===== config.mk =====
export PLATFORM = sky130hd
export DESIGN_NAME = hazard_stall_ctrl
export DESIGN_NICKNAME = d
export VERILOG_FILES = /design/src/rtl/pipe_ctrl_pkg.sv /design/src/rtl/muldiv_occupancy.sv /design/src/rtl/hazard_stall_ctrl.sv
export SDC_FILE = /design/constraint.sdc
export NUM_CORES = 1
export LEC_CHECK = 0
export CORE_MARGIN = 2
export CORE_UTILIZATION = 35
export DETAILED_ROUTE_END_ITERATION = 10
export PLACE_DENSITY = 0.77
export SLEW_MARGIN = 40
export SYNTH_ARGS = -nofsm -noshare
export SYNTH_HDL_FRONTEND = slang
export SYNTH_SLANG_ARGS = --single-unit

===== constraint.sdc =====
create_clock -name clk -period 2 [get_ports clk]
set_input_delay 0.4 -clock clk [delete_from_list [all_inputs] [get_ports clk]]
set_output_delay 0.4 -clock clk [all_outputs]
set_load 0.02 [all_outputs]

===== src/rtl/pipe_ctrl_pkg.sv =====
// Shared pipeline-control definitions: muldiv occupancy states, default unit
// latencies and the hard-wired zero register number.
package pipe_ctrl_pkg;

  typedef enum logic {
    IDLE = 1'b0,
    BUSY = 1'b1
  } md_state_t;

  localparam int MULT_CYCLES_DEF = 4;
  localparam int DIV_CYCLES_DEF  = 16;

  localparam logic [4:0] REG_ZERO = 5'd0;

endpackage


===== src/rtl/muldiv_occupancy.sv =====
// Occupancy tracker for the multi-cycle HI/LO multiply/divide unit: a down
// counter per op, busy flag, and the HI/LO write strobe on the last busy cycle.
module muldiv_occupancy
  import pipe_ctrl_pkg::*;
#(
  parameter int MULT_CYCLES = MULT_CYCLES_DEF,
  parameter int DIV_CYCLES  = DIV_CYCLES_DEF
) (
  input  logic clk,
  input  logic rst,
  input  logic i_issue,
  input  logic i_is_div,
  output logic o_busy,
  output logic o_hilo_we,
  output logic o_cnt_zero
);

  localparam int CNT_W = $clog2(DIV_CYCLES);
  localparam logic [CNT_W-1:0] MULT_LOAD = CNT_W'(MULT_CYCLES - 1);
  localparam logic [CNT_W-1:0] DIV_LOAD  = CNT_W'(DIV_CYCLES - 1);
  localparam logic [CNT_W-1:0] CNT_ONE   = CNT_W'(1);

  md_state_t        r_state;
  md_state_t        w_state_nxt;
  logic [CNT_W-1:0] r_cnt;
  logic [CNT_W-1:0] w_cnt_nxt;
  logic [CNT_W-1:0] w_load;
  logic             w_cnt_zero;

  assign w_cnt_zero = (r_cnt == '0);
  assign w_load     = i_is_div ? DIV_LOAD : MULT_LOAD;

  always_ff @(posedge clk or posedge rst) begin
    if (rst) begin
      r_state <= IDLE;
      r_cnt   <= '0;
    end else begin
      r_state <= w_state_nxt;
      r_cnt   <= w_cnt_nxt;
    end
  end

  // Issue is only honoured when the unit is free or finishing this cycle.
  always_comb begin
    w_state_nxt = r_state;
    w_cnt_nxt   = r_cnt;
    case (r_state)
      IDLE: begin
        if (i_issue) begin
          w_state_nxt = BUSY;
          w_cnt_nxt   = w_load;
        end
      end
      BUSY: begin
        if (!w_cnt_zero) begin
          w_cnt_nxt = r_cnt - CNT_ONE;
        end else if (i_issue) begin
          w_cnt_nxt = w_load;
        end else begin
          w_state_nxt = IDLE;
        end
      end
      default: begin
        w_state_nxt = IDLE;
        w_cnt_nxt   = '0;
      end
    endcase
  end

  assign o_busy     = (r_state == BUSY);
  assign o_hilo_we  = (r_state == BUSY) && w_cnt_zero;
  assign o_cnt_zero = w_cnt_zero;

endmodule


===== src/rtl/hazard_stall_ctrl.sv =====
// Hazard/stall controller beside ID: load-use bubbles, branch flushes and
// waits on the multi-cycle HI/LO unit, with priority flush > load-use > muldiv.
module hazard_stall_ctrl
  import pipe_ctrl_pkg::*;
#(
  parameter int MULT_CYCLES = MULT_CYCLES_DEF,
  parameter int DIV_CYCLES  = DIV_CYCLES_DEF
) (
  input  logic       clk,
  input  logic       rst,
  input  logic       id_valid,
  input  logic [4:0] id_rs,
  input  logic [4:0] id_rt,
  input  logic       id_uses_rs,
  input  logic       id_uses_rt,
  input  logic       id_is_muldiv,
  input  logic       id_is_div,
  input  logic       id_uses_hilo,
  input  logic       ex_valid,
  input  logic       ex_memtoreg,
  input  logic       ex_regwrite,
  input  logic [4:0] ex_wbreg,
  input  logic       branch_taken,
  output logic       pc_stall,
  output logic       ifid_stall,
  output logic       ifid_clr,
  output logic       idex_clr,
  output logic       md_busy,
  output logic       hilo_we
);

  logic w_lu_hz;
  logic w_md_hz;
  logic w_issue;
  logic w_md_busy;
  logic w_cnt_zero;

  assign w_lu_hz = id_valid && ex_valid && ex_memtoreg && ex_regwrite &&
                   (ex_wbreg != REG_ZERO) &&
                   ((id_uses_rs && (id_rs == ex_wbreg)) ||
                    (id_uses_rt && (id_rt == ex_wbreg)));

  assign w_md_hz = id_valid && (id_is_muldiv || id_uses_hilo) &&
                   w_md_busy && !w_cnt_zero;

  // A flushed or stalled muldiv in ID must not start the unit.
  assign w_issue = id_valid && id_is_muldiv && !branch_taken && !w_lu_hz && !w_md_hz;

  muldiv_occupancy #(
    .MULT_CYCLES (MULT_CYCLES),
    .DIV_CYCLES  (DIV_CYCLES)
  ) u_occ (
    .clk        (clk),
    .rst        (rst),
    .i_issue    (w_issue),
    .i_is_div   (id_is_div),
    .o_busy     (w_md_busy),
    .o_hilo_we  (hilo_we),
    .o_cnt_zero (w_cnt_zero)
  );

  assign md_busy = w_md_busy;

  always_comb begin
    pc_stall   = 1'b0;
    ifid_stall = 1'b0;
    ifid_clr   = 1'b0;
    idex_clr   = 1'b0;
    if (branch_taken) begin
      ifid_clr = 1'b1;
      idex_clr = 1'b1;
    end else if (w_lu_hz || w_md_hz) begin
      pc_stall   = 1'b1;
      ifid_stall = 1'b1;
      idex_clr   = 1'b1;
    end
  end

endmodule


Word-level counts from Yosys, hierarchy flattened:

Index checks and enable logic that the tools add are counted.

* add/subtract/negate cells: 1
* eq/ne operators: 2
* mux-type cells: 11
* bitwise gates (word level): 1
* reduce and logical (&&, ||, !) cells: 24

Operators with widths (count)
* 1-bit logical AND: 15
* 4-bit two-way mux: 3
* 5-bit equality test: 2
* 4-bit case mux with 2 select lines: 1
* 1-bit two-way mux: 6
* 5-bit nonzero test: 1
* 1-bit zero test: 4
* 4-bit zero test: 1
* 4-bit by 1-bit subtractor with 4-bit output (second input constant): 1
* 1-bit logical OR: 3
* 1-bit case mux with 2 select lines: 1
* 1-bit NOT: 1

* bits in registers: 5
* input bits: 27
* logic and storage cells: 41

Depth between registers and ports, before layout:

* depth after elaboration: 11
* mapped depth: 7
* depth with buffers taken out: 7

Cells and area by module:

A second synthesis with hierarchy kept.

* cells, all modules: 56
* area, all modules: 474.2 um^2

By module, submodules not included
* muldiv_occupancy: times used 1, cells an instance 28, area an instance 284.0 um^2, seq. area each 125.1 um^2
* hazard_stall_ctrl: times used 1, cells an instance 28, area an instance 190.2 um^2, seq. area each 0.0 um^2

Worst setup path before layout:

Ideal clock, no wire load.

* path type: input to output
* start point: input port ex_wbreg[3]
* end point: output port pc_stall
* arrival time: 1.811 ns
* data required time: 1.600 ns
* setup slack: -0.211 ns
* stages: 6
* path buffers: 1
* cell sequence: xor2_1 -> nor4_2 -> a32oi_1 -> or2_4 -> a21oi_1 -> buf_4

* cells in the longest elaborated chain, start to end: 7

RTL lines
* from (decl): line hazard_stall_ctrl.sv:22 `input logic [4:0] ex_wbreg,`
* 5-bit equality test (on tied branches): line hazard_stall_ctrl.sv:40, hazard_stall_ctrl.sv:41
* 1-bit logical AND (on tied branches): line hazard_stall_ctrl.sv:40, hazard_stall_ctrl.sv:41
* 1-bit logical OR: line hazard_stall_ctrl.sv:40 `((id_uses_rs && (id_rs == ex_wbreg)) ||`
* 1-bit logical AND (*): line hazard_stall_ctrl.sv:39 `(ex_wbreg != REG_ZERO) &&`
* 1-bit logical OR (*): line hazard_stall_ctrl.sv:72 `end else if (w_lu_hz || w_md_hz) begin`
* 1-bit two-way mux (*) (2 in series)
* to (decl): line hazard_stall_ctrl.sv:24 `output logic pc_stall,`

Every way passes the cells marked *; elsewhere a longest branch is shown, timed or not.

Final worst setup path:

* start point: input port id_rs[3]
* end point: output port pc_stall

* cells in the longest elaborated chain, start to end: 7

RTL lines
* from (decl): line hazard_stall_ctrl.sv:12 `input logic [4:0] id_rs,`
* 5-bit equality test: line hazard_stall_ctrl.sv:40
* 1-bit logical AND: line hazard_stall_ctrl.sv:40
* 1-bit logical OR: line hazard_stall_ctrl.sv:40
* 1-bit logical AND: line hazard_stall_ctrl.sv:39
* 1-bit logical OR: line hazard_stall_ctrl.sv:72
* 1-bit two-way mux: line hazard_stall_ctrl.sv:72
* 1-bit two-way mux: line hazard_stall_ctrl.sv:69 `if (branch_taken) begin`

Every way passes these cells.

==> flow_metrics.tcl <==
set metrics [dict create \
    worst_pin_slew_ns 0.414 \
    synthTopCellsByArea "dfrtp_1 24%, xor2_1 13%, nand2_1 5.0%" \
    yosys_warnings 0 \
    placed_instance_area_um2 975 \
    wire_length_of_the_first_global_routing_pass_mm 3.02 \
    headroom_to_the_max_slew_limit_pct 72.3 \
    maximum_number_of_buffers_from_clock_root_to_sink 2 \
    grt_setup_unrepaired "true" \
    postRouteAntennaNets 0 \
    initial_utilization_pct 38.7 \
    crit_top_cell "buf_6" \
    nNetsFinal 152 \
    tritoncts "yes" \
    post-route-cell-area_um2 1110 \
    post_route_cells_drive_above_1_share_pct 48.0 \
    critical_path.max_stage_delay_ns 0.32 \
    grt_overflow_total 0 \
    n_antenna_cell 0 \
    crit_path_top_delay_cell "nor4_2" \
    fp-row-count 13 \
    crit_path_max_fanout 3 \
    io_buf_count 32 \
    postSynthCellCount 64 \
    hold_violations 0 \
    min_period_over_period_pct 107 \
    power.ir.vdd_worst_mv 0.415 \
    global_route_usage_over_all_layers_pct 22.5 \
    rr_startpoint "u_occ.r_cnt[1]$_DFF_PP0_" \
    critPathKind "input port to primary output" \
    fin_hold_ws_ns 0.336 \
    final_cell_mix "24 x buf_4, 10 x clkdlybuf4s50_1, 9 x buf_6" \
    fin_skew_ns 0.00745 \
    timing.critical_path.from "id_rs[3]" \
    drt_pre_antenna_iters 4 \
    via_count 732 \
    finalWeightedCongestion 0.820 \
    period_minus_slack_ns 2.14 \
    fp.dieArea_um2 1820 \
    drc 0 \
    floorplan.die.height_um 42.7 \
    count_of_maximum_capacitance_violations 0 \
    power.static_leakage_nw 0.504 \
    detailedPlace.worstSlack_ns -0.895 \
    worst-endpoint-arrival_ns 1.74 \
    cts-buffers-inserted 3 \
    detailedPlacementHpwl_mm 1.30 \
    synth.distinct_cells 32 \
    critPathCaptureType "primary output" \
    areaGrowthSynthToFinish_pct 112 \
    grt_max_degree 10 \
    chipWidth_um 42.7 \
    setup_ws_ns -0.137 \
    nFillCells 82 \
    ys_seq_elements 5 \
    drt-vias-per-instance 5.30 \
    synth_top_area_cell "dfrtp_1" \
    wire_length_per_cell_um 15.2 \
    clkSinkCount 5 \
    synthDominantCellAreaShare_pct 23.9 \
    via_count_of_the_first_global_routing_pass 774 \
    h_tree_depth 1 \
    cts_root_buffer "clkbuf_4" \
    antenna_found_initial 0 \
    startpoint_type "input port" \
    share_of_synthesized_area_occupied_by_flip_flops_and_latches_pct 23.9 \
    cp_cell_sequence "buf_6, xor2_1, nor4_2, a32oi_1, or2_4, a21oi_4, buf_6" \
    final-setup-viol-count 7 \
    mostFrequentLayoutCell "buf_4" \
    finalMaxSlewViolations 0 \
    clkSlewWorstSetupHoldPaths_ns 0.05 \
    top_level_ports 33 \
    synth.cell_area_um2 523 \
    totalWireLength_mm 2.09 \
    net_count_synth 92 \
    maximum_clock_rate_mhz 468 \
    latest_clock_arrival_within_the_worst_skew_pair_ns 0.26 \
    drc_marker_count_from_the_first_detailed_route_iteration 7 \
    required_worst_endpoint_ns 1.60 \
    failed_checks "negative setup slack" \
    p_per_area_nw_per_um2 909 \
    core-area_um2 1350 \
    cpLargestDelayFamily "simple AND/OR/NAND/NOR gates" \
    worstHoldPathType "input port to async pin" \
    synthesis.area_per_instance_um2 8.17 \
    status "finished with violations" \
    worst-path-buf-inv 2 \
]
==> routing by layer <==
layer  part of all wire, %  wire length [um]  GRT usage, %
met5                     0                 0             0
met4                   5.1               106          12.5
met3                   7.3               152          6.38
met2                    56              1170          43.0
met1                    32               669          20.5
==> through the flow <==
stage                     instances  util [%]  TNS (ns)  total power [mW]
final                           138      82.0    -0.765              1.01
after global routing            138      82.0     -1.24              1.09
after CTS                       137      77.8    -0.236             0.901
after detailed placement        124      72.2     -3.65             0.778
after global placement          124      72.2     -3.45             0.763
after floorplan                  64         -         0             0.524
==> where the power goes <==
| group | leakage (nW) | internal (mW) | switching, mW |
|---|---|---|---|
| combinational | 0.435 | 0.369 | 0.324 |
| sequential | 0.0540 | 0.152 | 0.0283 |
| clock | 0.0150 | 0.0764 | 0.0569 |
| total | 0.504 | 0.597 | 0.409 |
==> cell families after synthesis <==
family,share of synthesized area (%)
flops,23.9
compound gates,21.3
fa+ha+maj,2.39
xor+xnor,16.7
simple gates,27.3
buf+inv,6.46
mux,1.91
==> cell usage after synthesis (all sizes together) <==
cell type	instances
a21boi	1
a32oi	1
inv	4
buf	2
a22oi	1
a21oi	3
or2	1
nor4	2
and2	1
nand2	7
xor2	8
or4	1
a221o	1
o211ai	1
nand3b	2
ha	1
o21ai	5
clkbuf	1
o221a	1
o21a	2
nor3	1
mux2i	1
and4	1
xnor2	2
nor2	4
dfrtp	5
and3b	1
nor3b	3
==> worst register-to-register path: stages (launching register included) <==
cell     delay, ns
dfrtp_1       0.36
inv_2         0.05
ha_4          0.16
nand2_2       0.06
o21a_1        0.16
buf_4         0.12
buf_4         0.12
nor2_1        0.05
a221o_1       0.29
==> cell type report <==
cell class | count | area [um2] | area share, %
Tap cell | 15 | 18.8 | 1.69
Inverter | 4 | 15.0 | 1.36
Multi-Input combinational cell | 52 | 424 | 38.3
Timing Repair Buffer | 58 | 498 | 45.0
Clock buffer | 4 | 26.3 | 2.37
Sequential cell | 5 | 125 | 11.3
==> path summary, 6_finish.rpt <==
check	endpoint	slack, ns	depth (start not counted)
worst max-delay path	pc_stall	-0.14	7
worst max register to register	u_occ.r_cnt[3]$_DFF_PP0_	0.49	8
max in group asynchronous	u_occ.o_busy$_DFF_PP0_	1.48	2
worst min register to register	u_occ.r_cnt[0]$_DFF_PP0_	0.70	3
min in group clk	u_occ.r_cnt[0]$_DFF_PP0_	0.70	3
worst min-delay path	u_occ.r_cnt[1]$_DFF_PP0_	0.34	2
==> registers in the layout, summed over array words and instances, names as in the netlist <==
signal        count
u_occ.r_cnt       4
u_occ.o_busy      1
==> repair_timing <==
action                                  in CTS  in global routing
hold buffers                                 0                  0
resized for setup                           74                 17
endpoints found under the hold margin        0                  0
endpoints found under the setup margin       5                  9
setup buffers                                9                  1
pin swaps                                   15                 11
No activity file was read; power rests on OpenSTA's default activity.
